File: config.mk
export PLATFORM = sky130hd
export DESIGN_NAME = button_ctrl
export DESIGN_NICKNAME = d
export VERILOG_FILES = /design/src/rtl/button_ctrl_pkg.sv /design/src/rtl/btn_debounce.sv /design/src/rtl/button_ctrl.sv
export SDC_FILE = /design/constraint.sdc
export NUM_CORES = 1
export LEC_CHECK = 0
export BUFFER_PORTS_ARGS = -buffer_cell sky130_fd_sc_hd__buf_2
export CAP_MARGIN = 20
export CORE_MARGIN = 2
export CORE_UTILIZATION = 61
export CTS_BUF_LIST = sky130_fd_sc_hd__clkbuf_4 sky130_fd_sc_hd__clkbuf_8 sky130_fd_sc_hd__clkbuf_16
export DETAILED_ROUTE_END_ITERATION = 8
export GPL_TIMING_DRIVEN = 0
export PLACE_DENSITY = 0.76
export SETUP_SLACK_MARGIN = 0.05
export SLEW_MARGIN = 15
export SYNTH_ARGS = -nofsm -noshare
export SYNTH_HDL_FRONTEND = slang
export SYNTH_SLANG_ARGS = --single-unit
export TNS_END_PERCENT = 30
File: constraint.sdc
create_clock -name clk -period 2.3 [get_ports clk]
set_input_delay 0.46 -clock clk [delete_from_list [all_inputs] [get_ports clk]]
set_output_delay 0.46 -clock clk [all_outputs]
set_load 0.005 [all_outputs]
File: src/rtl/button_ctrl_pkg.sv
// Shared types and constants for the front-panel button controller.
// Debounce FSM states and the default 10 ms debounce length at 125 MHz.
package button_ctrl_pkg;

  localparam int unsigned DEBOUNCE_CYCLES_125M = 1250000;

  typedef enum logic [1:0] {
    RELEASED,
    PRESS_CHK,
    HELD,
    RELEASE_CHK
  } db_state_t;

endpackage

File: src/rtl/btn_debounce.sv
// One button: 2-FF synchroniser, debounce FSM and stability counter.
// Emits a registered one-cycle press pulse and a debounced level.
module btn_debounce
  import button_ctrl_pkg::*;
#(
  parameter int unsigned DEBOUNCE_CYCLES = DEBOUNCE_CYCLES_125M,
  parameter int unsigned CNT_W           = $clog2(DEBOUNCE_CYCLES)
) (
  input  logic clk,
  input  logic reset,
  input  logic btn,
  output logic pressed_pulse,
  output logic level,
  output logic press_fire
);

  localparam logic [CNT_W-1:0] CNT_LAST = CNT_W'(DEBOUNCE_CYCLES - 1);

  logic             sync1_q, sync2_q;
  db_state_t        state_q, state_d;
  logic [CNT_W-1:0] cnt_q, cnt_d;
  logic             pulse_q, pulse_d;
  logic             level_q, level_d;

  always_ff @(posedge clk) begin
    if (reset) begin
      sync1_q <= 1'b0;
      sync2_q <= 1'b0;
      state_q <= RELEASED;
      cnt_q   <= '0;
      pulse_q <= 1'b0;
      level_q <= 1'b0;
    end else begin
      sync1_q <= btn;
      sync2_q <= sync1_q;
      state_q <= state_d;
      cnt_q   <= cnt_d;
      pulse_q <= pulse_d;
      level_q <= level_d;
    end
  end

  always_comb begin
    state_d = state_q;
    cnt_d   = cnt_q;
    pulse_d = 1'b0;
    unique case (state_q)
      RELEASED: begin
        if (sync2_q) begin
          state_d = PRESS_CHK;
          cnt_d   = '0;
        end
      end
      PRESS_CHK: begin
        if (!sync2_q) begin
          state_d = RELEASED;
          cnt_d   = '0;
        end else if (cnt_q == CNT_LAST) begin
          state_d = HELD;
          pulse_d = 1'b1;
        end else begin
          cnt_d = cnt_q + CNT_W'(1);
        end
      end
      HELD: begin
        if (!sync2_q) begin
          state_d = RELEASE_CHK;
          cnt_d   = '0;
        end
      end
      RELEASE_CHK: begin
        if (sync2_q) begin
          state_d = HELD;
          cnt_d   = '0;
        end else if (cnt_q == CNT_LAST) begin
          state_d = RELEASED;
        end else begin
          cnt_d = cnt_q + CNT_W'(1);
        end
      end
      default: begin
        state_d = RELEASED;
        cnt_d   = '0;
      end
    endcase
    level_d = (state_d == HELD) || (state_d == RELEASE_CHK);
  end

  // press_fire lets the owner toggle on the same edge the pulse rises
  assign press_fire    = pulse_d;
  assign pressed_pulse = pulse_q;
  assign level         = level_q;

endmodule

File: src/rtl/button_ctrl.sv
// Front-panel control: debounced run/stop and up/down toggles
// feeding the LED counter's enable and dir inputs.
module button_ctrl
  import button_ctrl_pkg::*;
#(
  parameter int unsigned DEBOUNCE_CYCLES = DEBOUNCE_CYCLES_125M,
  parameter int unsigned CNT_W           = $clog2(DEBOUNCE_CYCLES)
) (
  input  logic clk,
  input  logic reset,
  input  logic btn_run,
  input  logic btn_dir,
  output logic enable,
  output logic dir,
  output logic run_press,
  output logic dir_press
);

  logic run_fire, dir_fire;
  logic run_level, dir_level;
  logic enable_q, enable_d;
  logic dir_q, dir_d;

  btn_debounce #(
    .DEBOUNCE_CYCLES(DEBOUNCE_CYCLES),
    .CNT_W          (CNT_W)
  ) u_run (
    .clk          (clk),
    .reset        (reset),
    .btn          (btn_run),
    .pressed_pulse(run_press),
    .level        (run_level),
    .press_fire   (run_fire)
  );

  btn_debounce #(
    .DEBOUNCE_CYCLES(DEBOUNCE_CYCLES),
    .CNT_W          (CNT_W)
  ) u_dir (
    .clk          (clk),
    .reset        (reset),
    .btn          (btn_dir),
    .pressed_pulse(dir_press),
    .level        (dir_level),
    .press_fire   (dir_fire)
  );

  always_comb begin
    enable_d = enable_q ^ run_fire;
    dir_d    = dir_q ^ dir_fire;
  end

  always_ff @(posedge clk) begin
    if (reset) begin
      enable_q <= 1'b0;
      dir_q    <= 1'b0;
    end else begin
      enable_q <= enable_d;
      dir_q    <= dir_d;
    end
  end

  assign enable = enable_q;
  assign dir    = dir_q;

  logic unused_levels;
  assign unused_levels = run_level ^ dir_level;

endmodule
Word-level counts from Yosys, hierarchy flattened
Index checks and enable logic that the tools add are counted.
{"block": "word_totals", "ff_bits": 54, "latch_bits": 0, "ramBits": 0, "rom_bits": 0, "input_bits": 4, "output_inout_bits": 4, "n_memories": 0}
{"block": "classes", "n_addsub": 2, "n_mul": 0, "div_mod_pow": 0, "magnitude_cmp": 0, "eq_ne": 16, "shift": 0, "n_mux": 32, "bitwise": 2, "reduce_logical": 6}
{"cell": "21-bit two-way mux", "n": 10}
{"cell": "21-bit one-hot mux with 4 select lines", "n": 2}
{"cell": "21-bit by 1-bit adder with 21-bit output, second input constant", "n": 2}
{"cell": "21-bit == test, second input constant", "n": 2}
{"cell": "2-bit two-way mux", "n": 12}
{"cell": "2-bit one-hot mux with 4 select lines", "n": 2}
{"cell": "2-bit == test, second input constant", "n": 4}
{"cell": "4-bit AND reduction", "n": 2}
{"cell": "1-bit two-way mux", "n": 6}
{"cell": "3-bit by 1-bit inequality test with 1-bit output, second input constant", "n": 2}
{"cell": "3-bit inequality test, second input constant", "n": 2}
{"cell": "2-bit by 1-bit == test with 1-bit output, second input constant", "n": 2}
{"cell": "2-bit logical NOT", "n": 2}
{"cell": "2-bit by 1-bit inequality test with 1-bit output, second input constant", "n": 2}
{"cell": "2-bit inequality test, second input constant", "n": 2}
{"cell": "2-bit AND reduction", "n": 2}
{"cell": "1-bit bitwise XOR", "n": 2}

Depth between registers and ports, before layout
Gate-level depths: netlist (run 1).
{"block": "logic_depth", "ltp_word": 5, "mapped_depth": 6, "ltp_nobuf": 6}

Cells and area by module
Synthesis (run 1) repeated with hierarchy kept, for this count alone.
{"block": "hier_totals", "hier_cells": 316, "hier_area_um2": 2840.2}
{"module": "btn_debounce", "instances": 2, "cells_each": 155, "area_each_um2": 1387.6, "seq_area_each_um2": 540.5}
{"module": "button_ctrl", "instances": 1, "cells_each": 6, "area_each_um2": 65.1, "seq_area_each_um2": 40.0}

Least setup slack after synthesis (run 1)
Ideal clock, no wire load.
{"block": "synth_timing", "path_type": "reg2reg", "from": "register u_run.cnt_q[8]", "to": "register u_run.cnt_q[0]", "setup_ns": 0.071, "arrival_ns": 1.705, "required_ns": 2.229, "slack_ns": 0.524, "stages_incl_launch_ff": 7, "path_buffers": 1, "cell_sequence": "dfxtp_1 buf_4 or3b_4 nor3_2 a21boi_2 or3b_1 a21oi_1"}
{"block": "synth_via", "elab_chain_cells": 4, "word_cells_on_any_way": 5, "classes_between": "eq/ne: 1; mux: 4"}
{"element": "start: declaration", "line": "btn_debounce.sv:21", "text": "logic [CNT_W-1:0] cnt_q, cnt_d;"}
{"element": "start signal: assignment", "line": "btn_debounce.sv:37", "text": "cnt_q <= cnt_d;"}
{"element": "21-bit == test *", "line": "btn_debounce.sv:58, btn_debounce.sv:75"}
{"element": "21-bit two-way mux *"}
{"element": "21-bit two-way mux (on tied branches)"}
{"element": "21-bit one-hot mux with 4 select lines *"}
Every way passes the cells marked *; elsewhere a longest branch is shown, timed or not.
A chain may end at the register's enable or synchronous reset.

Worst setup path in the final report (run 1)
{"block": "layout_timing", "from": "register u_dir.cnt_q[1]", "to": "register u_dir.cnt_q[1]"}
{"block": "layout_via", "elab_chain_cells": 4, "word_cells_on_any_way": 6, "classes_between": "add/sub: 1; eq/ne: 1; mux: 4"}
{"element": "start: declaration", "line": "btn_debounce.sv:21"}
{"element": "start signal: assignment", "line": "btn_debounce.sv:37"}
{"element": "21-bit by 1-bit adder with 21-bit output / 21-bit == test (equally long branches)"}
{"element": "21-bit two-way mux *", "line": "btn_debounce.sv:58, btn_debounce.sv:75"}
{"element": "21-bit two-way mux (on tied branches)", "line": "btn_debounce.sv:72, btn_debounce.sv:55"}
{"element": "21-bit one-hot mux with 4 select lines *", "line": "btn_debounce.sv:47", "text": "unique case (state_q)"}
Marks and branches as above.

==> flow_summary.json, run 1 <==
{
  "grt-ovfl-total": 0,
  "yosysWarnings": 0,
  "worst_setup_path_end_kind": "register",
  "timing.max_cap.violations": 0,
  "vias": 2104,
  "tritoncts": "yes",
  "ioPinCount": 8,
  "layout_min_cycle_time_ps": 2000,
  "core.rowCount": 23,
  "antenna_cells": 0,
  "setup_ws_ps": 296,
  "path_clk_slew_ps": 90,
  "finalCritPeriodShare": 0.871,
  "port_buffers": 7,
  "hold_violations": 0,
  "path_max_fanout": 6,
  "rsz0062_at_grt": "no",
  "tns_ps": 0,
  "skew_ps": 8.99,
  "async_flop_share": 0,
  "yosys_most_used_dff": "dfxtp_1",
  "core-area_sq_um": 4060,
  "ys_seq_area_frac": 0.414,
  "grt_max_degree": 17,
  "synth_edf_count": 0,
  "ys_types": 50,
  "final_cell_mix": "54 x dfxtp_1, 48 x nor2_1, 23 x xor2_1",
  "synth.avg_cell_area_sq_um": 8.74,
  "ant_nets": 0,
  "final_common_cell": "dfxtp_1",
  "r2r_slack_ps": 300,
  "dieArea_sq_um": 4820,
  "p_per_area_nw_per_um2": 571,
  "final_nets": 319,
  "grt_pass1_wl_um": 8560,
  "die-height_um": 69.4,
  "antenna_found_initial": 0,
  "grt_usage": 0.212,
  "cts_root_buf": "clkbuf_8",
  "htree_levels": 2,
  "post_drt_wl_per_cell_um": 13.2,
  "cp.arrival_ps": 2230,
  "cts_hold_buf": 0,
  "synthCells": 299,
  "leakagePower_nw": 0.997,
  "drive_gt1_frac": 0.0955,
  "area_delta_synth_final_pct": 8.38,
  "peakVddDrop_uv": 452,
  "initial_core_util": 0.644,
  "setup_viol": 0,
  "dr.pass1.iters": 4,
  "clkSinkCount": 54,
  "die_width_um": 69.4,
  "dp_hpwl_um": 3440,
  "worstMarginPinSlew_ps": 772,
  "crit_buf_inv": 0,
  "path_delay_family": "simple AND/OR/NAND/NOR gates",
  "required_ps": 2530,
  "max_slew_margin": 0.482,
  "routed_wl_um": 4800,
  "path_cells": "ha_1, nand3_1, and4bb_1, nand2_1, or3_1, a31oi_1",
  "clk_path_buf_depth": 2,
  "status": "complete, no violations",
  "ys_ff_latch": 54,
  "syn_area_sq_um": 2610,
  "preCtsSetupSlack_ps": 227,
  "final_core_util": 0.698,
  "cpPeakStageDelay_ps": 450,
  "synth_nets": 305,
  "viasPerCell": 5.78,
  "clock.fmax_mhz": 499,
  "cp_slowest_cell": "and4bb_1",
  "drtIter0Drc": 113,
  "cts_buffers": 5,
  "critPathLaunchType": "register",
  "crit_type": "reg2reg",
  "worstHoldPathType": "in2reg",
  "insertion_delay_ps": 300,
  "drc": 0,
  "gp_congestion": 0.859,
  "first_global_vias": 2026,
  "slew_violations": 0
}
-- kinds of logic (layout without fill, tap and decap cells) --
logic type,after synthesis,count (layout),synth area share
fa+ha+maj,2,2,0.00958
compound gates,24,24,0.0613
flops,54,54,0.414
mux,3,3,0.0115
xor+xnor,39,39,0.131
simple gates,164,164,0.352
buf+inv,13,28,0.0211
-- through the flow --
stage	total power (W)	hold slack (ps)	cells	instance area, sq um
4_1_cts	0.00164	347	364	2820
3_5_place_dp	0.00101	426	356	2710
3_3_place_gp	0.00101	416	356	2710
5_1_grt	0.00168	367	364	2830
2_1_floorplan	0.000996	414	299	2610
6_report	0.00162	359	364	2830
-- power breakdown --
part | internal, W | switching, W | leakage, nW
Sequential | 0.000938 | 0.00000285 | 0.436
Clock | 0.000337 | 0.000293 | 0.0548
Combinational | 0.0000135 | 0.0000327 | 0.506
Total | 0.00129 | 0.000329 | 0.997
-- synthesized netlist by cell type (6+ instances only) --
cell type  count  area (sq um)
nand3_1       15          75.1
nor2b_1        6          37.5
xnor2_1       16           140
xor2_1        23           201
nor3_1         6          30.0
nand2_1       19          71.3
a21oi_1        9          45.0
clkbuf_1       6          22.5
dfxtp_1       54          1080
nand4_1       22           138
nor2_1        48           180
nor4_1         6          37.5
-- final timing paths --
path / from / endpoint / cells past startpoint
worst max register to register: u_dir.cnt_q[1] / u_dir.cnt_q[1] / 6
worst max-delay path: u_dir.cnt_q[1] / u_dir.cnt_q[1] / 6
worst min register to register: u_dir.sync1_q / u_dir.sync2_q / 1
worst min-delay path: btn_run / u_run.sync1_q / 2
-- state kept, by name (all words and copies together) (netlist names), named ones only --
| signal | cells |
|---|---|
| u_dir.state_q | 1 |
| u_run.state_q | 1 |
| u_dir.pressed_pulse | 1 |
| u_run.pressed_pulse | 1 |
| enable | 1 |
| u_dir.sync2_q | 1 |
| u_dir.sync1_q | 1 |
| u_run.cnt_q | 21 |
| dir | 1 |
| u_run.sync1_q | 1 |
| u_dir.cnt_q | 21 |
| u_run.sync2_q | 1 |
-- per-layer routing --
layer / track usage / vias up / wire, um
met2: 0.382 / 20 / 2370
met1: 0.251 / 988 / 2260
met5: 0 / - / 0
li1: - / 1090 / -
met4: 0.0675 / 0 / 60
met3: 0.0436 / 6 / 104
-- repair_timing --
action	CTS	global route
setup endpoints to repair	0	10
setup buffers	0	0
gates resized for setup	0	1
endpoints found under the hold margin	0	0
-- cell type report --
cell class	instances	area (sq um)
Clock inverter	2	37.5
Fill cell	346	1230
Multi-Input combinational cell	232	1480
Clock buffer	6	76.3
Inverter	4	15.0
Buffer	9	40.0
Tap cell	50	62.6
Sequential cell	54	1080
Timing Repair Buffer	7	35.0
Note: power is estimated with default switching activity, not from simulation.
==> inputs of run 2 (changes only) <==
Settings changed: CORE_MARGIN 2 to not set, CORE_UTILIZATION 61 to 62, PLACE_DENSITY 0.76 to 0.77, SYNTH_HIERARCHICAL set to 1.
==> flow_summary.json, run 2 <==
{
  "dieArea_sq_um": 4760,
  "final_cell_mix": "54 x dfxtp_1, 34 x nand2_1, 26 x or3_1",
  "yosysWarnings": 6,
  "viasPerCell": 6.22,
  "die-height_um": 69.0,
  "synthCells": 312,
  "core-area_sq_um": 4140,
  "finalCritPeriodShare": 0.925,
  "leakagePower_nw": 1.01,
  "tns_ps": 0,
  "ant_nets": 0,
  "rsz0062_at_grt": "no",
  "clk_path_buf_depth": 2,
  "required_ps": 2490,
  "synth.avg_cell_area_sq_um": 8.91,
  "area_delta_synth_final_pct": 6.98,
  "die_width_um": 69.0,
  "layout_min_cycle_time_ps": 2130,
  "final_common_cell": "dfxtp_1",
  "reg2reg_depth": 7,
  "whs_ps": 368,
  "min_path_cells": 2,
  "vias": 2340,
  "status": "complete, no violations",
  "drtIter0Drc": 201,
  "worst_setup_path_end_kind": "register",
  "core.rowCount": 23,
  "grt_usage": 0.263,
  "dr.pass1.iters": 4,
  "worstMarginPinSlew_ps": 570,
  "path_clk_slew_ps": 90,
  "critPathLaunchType": "register",
  "crit_type": "reg2reg",
  "syn_area_sq_um": 2780,
  "ioPinCount": 8,
  "port_buffers": 7,
  "insertion_delay_ps": 300,
  "use_met2": 0.375,
  "final_nets": 332,
  "clkSinkCount": 54,
  "clock.fmax_mhz": 470,
  "initial_core_util": 0.671,
  "tritoncts": "yes",
  "postCtsSetupRepairBufs": 0,
  "top_regs": "u_dir/cnt_q: 21 flops, u_run/cnt_q: 21 flops",
  "grtUsageMet1": 0.384,
  "antenna_cells": 0,
  "drc": 0,
  "post_drt_wl_per_cell_um": 14.7,
  "drive_gt1_frac": 0.0859,
  "setup_viol": 0,
  "grt-busiest-layer": "met1",
  "grt.met3_usage": 0.0559,
  "cp.arrival_ps": 2320,
  "grt-ovfl-total": 0,
  "grt_pass1_wl_um": 9380,
  "hold_violations": 0,
  "grt_max_degree": 19,
  "cts_root_buf": "clkbuf_8",
  "cts_buffers": 5,
  "antenna_found_initial": 0,
  "timing.max_cap.violations": 0,
  "first_global_vias": 2034,
  "p_per_area_nw_per_um2": 515,
  "peakVddDrop_uv": 363,
  "dp_hpwl_um": 4060,
  "path_max_fanout": 10,
  "cts_hold_buf": 0,
  "htree_levels": 2,
  "max_slew_margin": 0.610,
  "gp_congestion": 0.837,
  "skew_ps": 5.22,
  "slew_violations": 0,
  "synth_nets": 318,
  "routed_wl_um": 5510,
  "worstHoldPathType": "in2reg"
}
run 2: path summary, 6_finish.rpt:
check | endpoint | startpoint | slack, ps
max reg2reg | enable | u_run/cnt_q[14] | 170
min reg2reg | u_run/sync2_q | u_run/sync1_q | 450
min | u_run/sync1_q | btn_run | 370
max | enable | u_run/cnt_q[14] | 170
run 2: power breakdown:
| part | total (W) | internal, W | switching, W |
|---|---|---|---|
| logic | 0.0000669 | 0.0000250 | 0.0000419 |
| registers | 0.000945 | 0.000939 | 0.00000530 |
| clock network | 0.000521 | 0.000234 | 0.000287 |
run 2: critical path, cell delays in order (launching register included):
cell and delay, ps:
dfxtp_1 350, or4_4 560, nor4_4 400, and3_1 230, buf_4 130, and3b_1 190
xnor2_1 120, nor2_1 50
run 2: metrics by stage:
step	util	worst slack (ps)	power (W)	cell area, sq um	cells
final	0.718	172	0.00153	2970	376
after global routing	0.718	61.1	0.00160	2970	376
after CTS	0.715	36.1	0.00154	2960	376
after detailed placement	0.694	60.0	0.00103	2880	369
after global placement	0.694	80.4	0.00103	2880	369
after floorplan	-	253	0.00101	2780	312
run 2: timing repair:
item	in CTS	in global routing
resized for setup	0	2
pin swaps	1	1
setup endpoints to repair	2	2
run 2: layout make-up:
type                       count  area, sq um
inverter                       2         7.51
sequential                    54         1080
clock buffer                   7         83.8
timing repair buffer           7         35.0
buffer                        10         45.0
tap                           50         62.6
multi-input combinational    246         1660
fill                         348         1170
run 2: layer usage:
| layer | vias to the layer above | share of wire |
|---|---|---|
| met5 | - | 0 |
| met1 | 1086 | 0.51 |
| met4 | 0 | 0.0093 |
| met2 | 69 | 0.42 |
| li1 | 1178 | - |
| met3 | 7 | 0.068 |
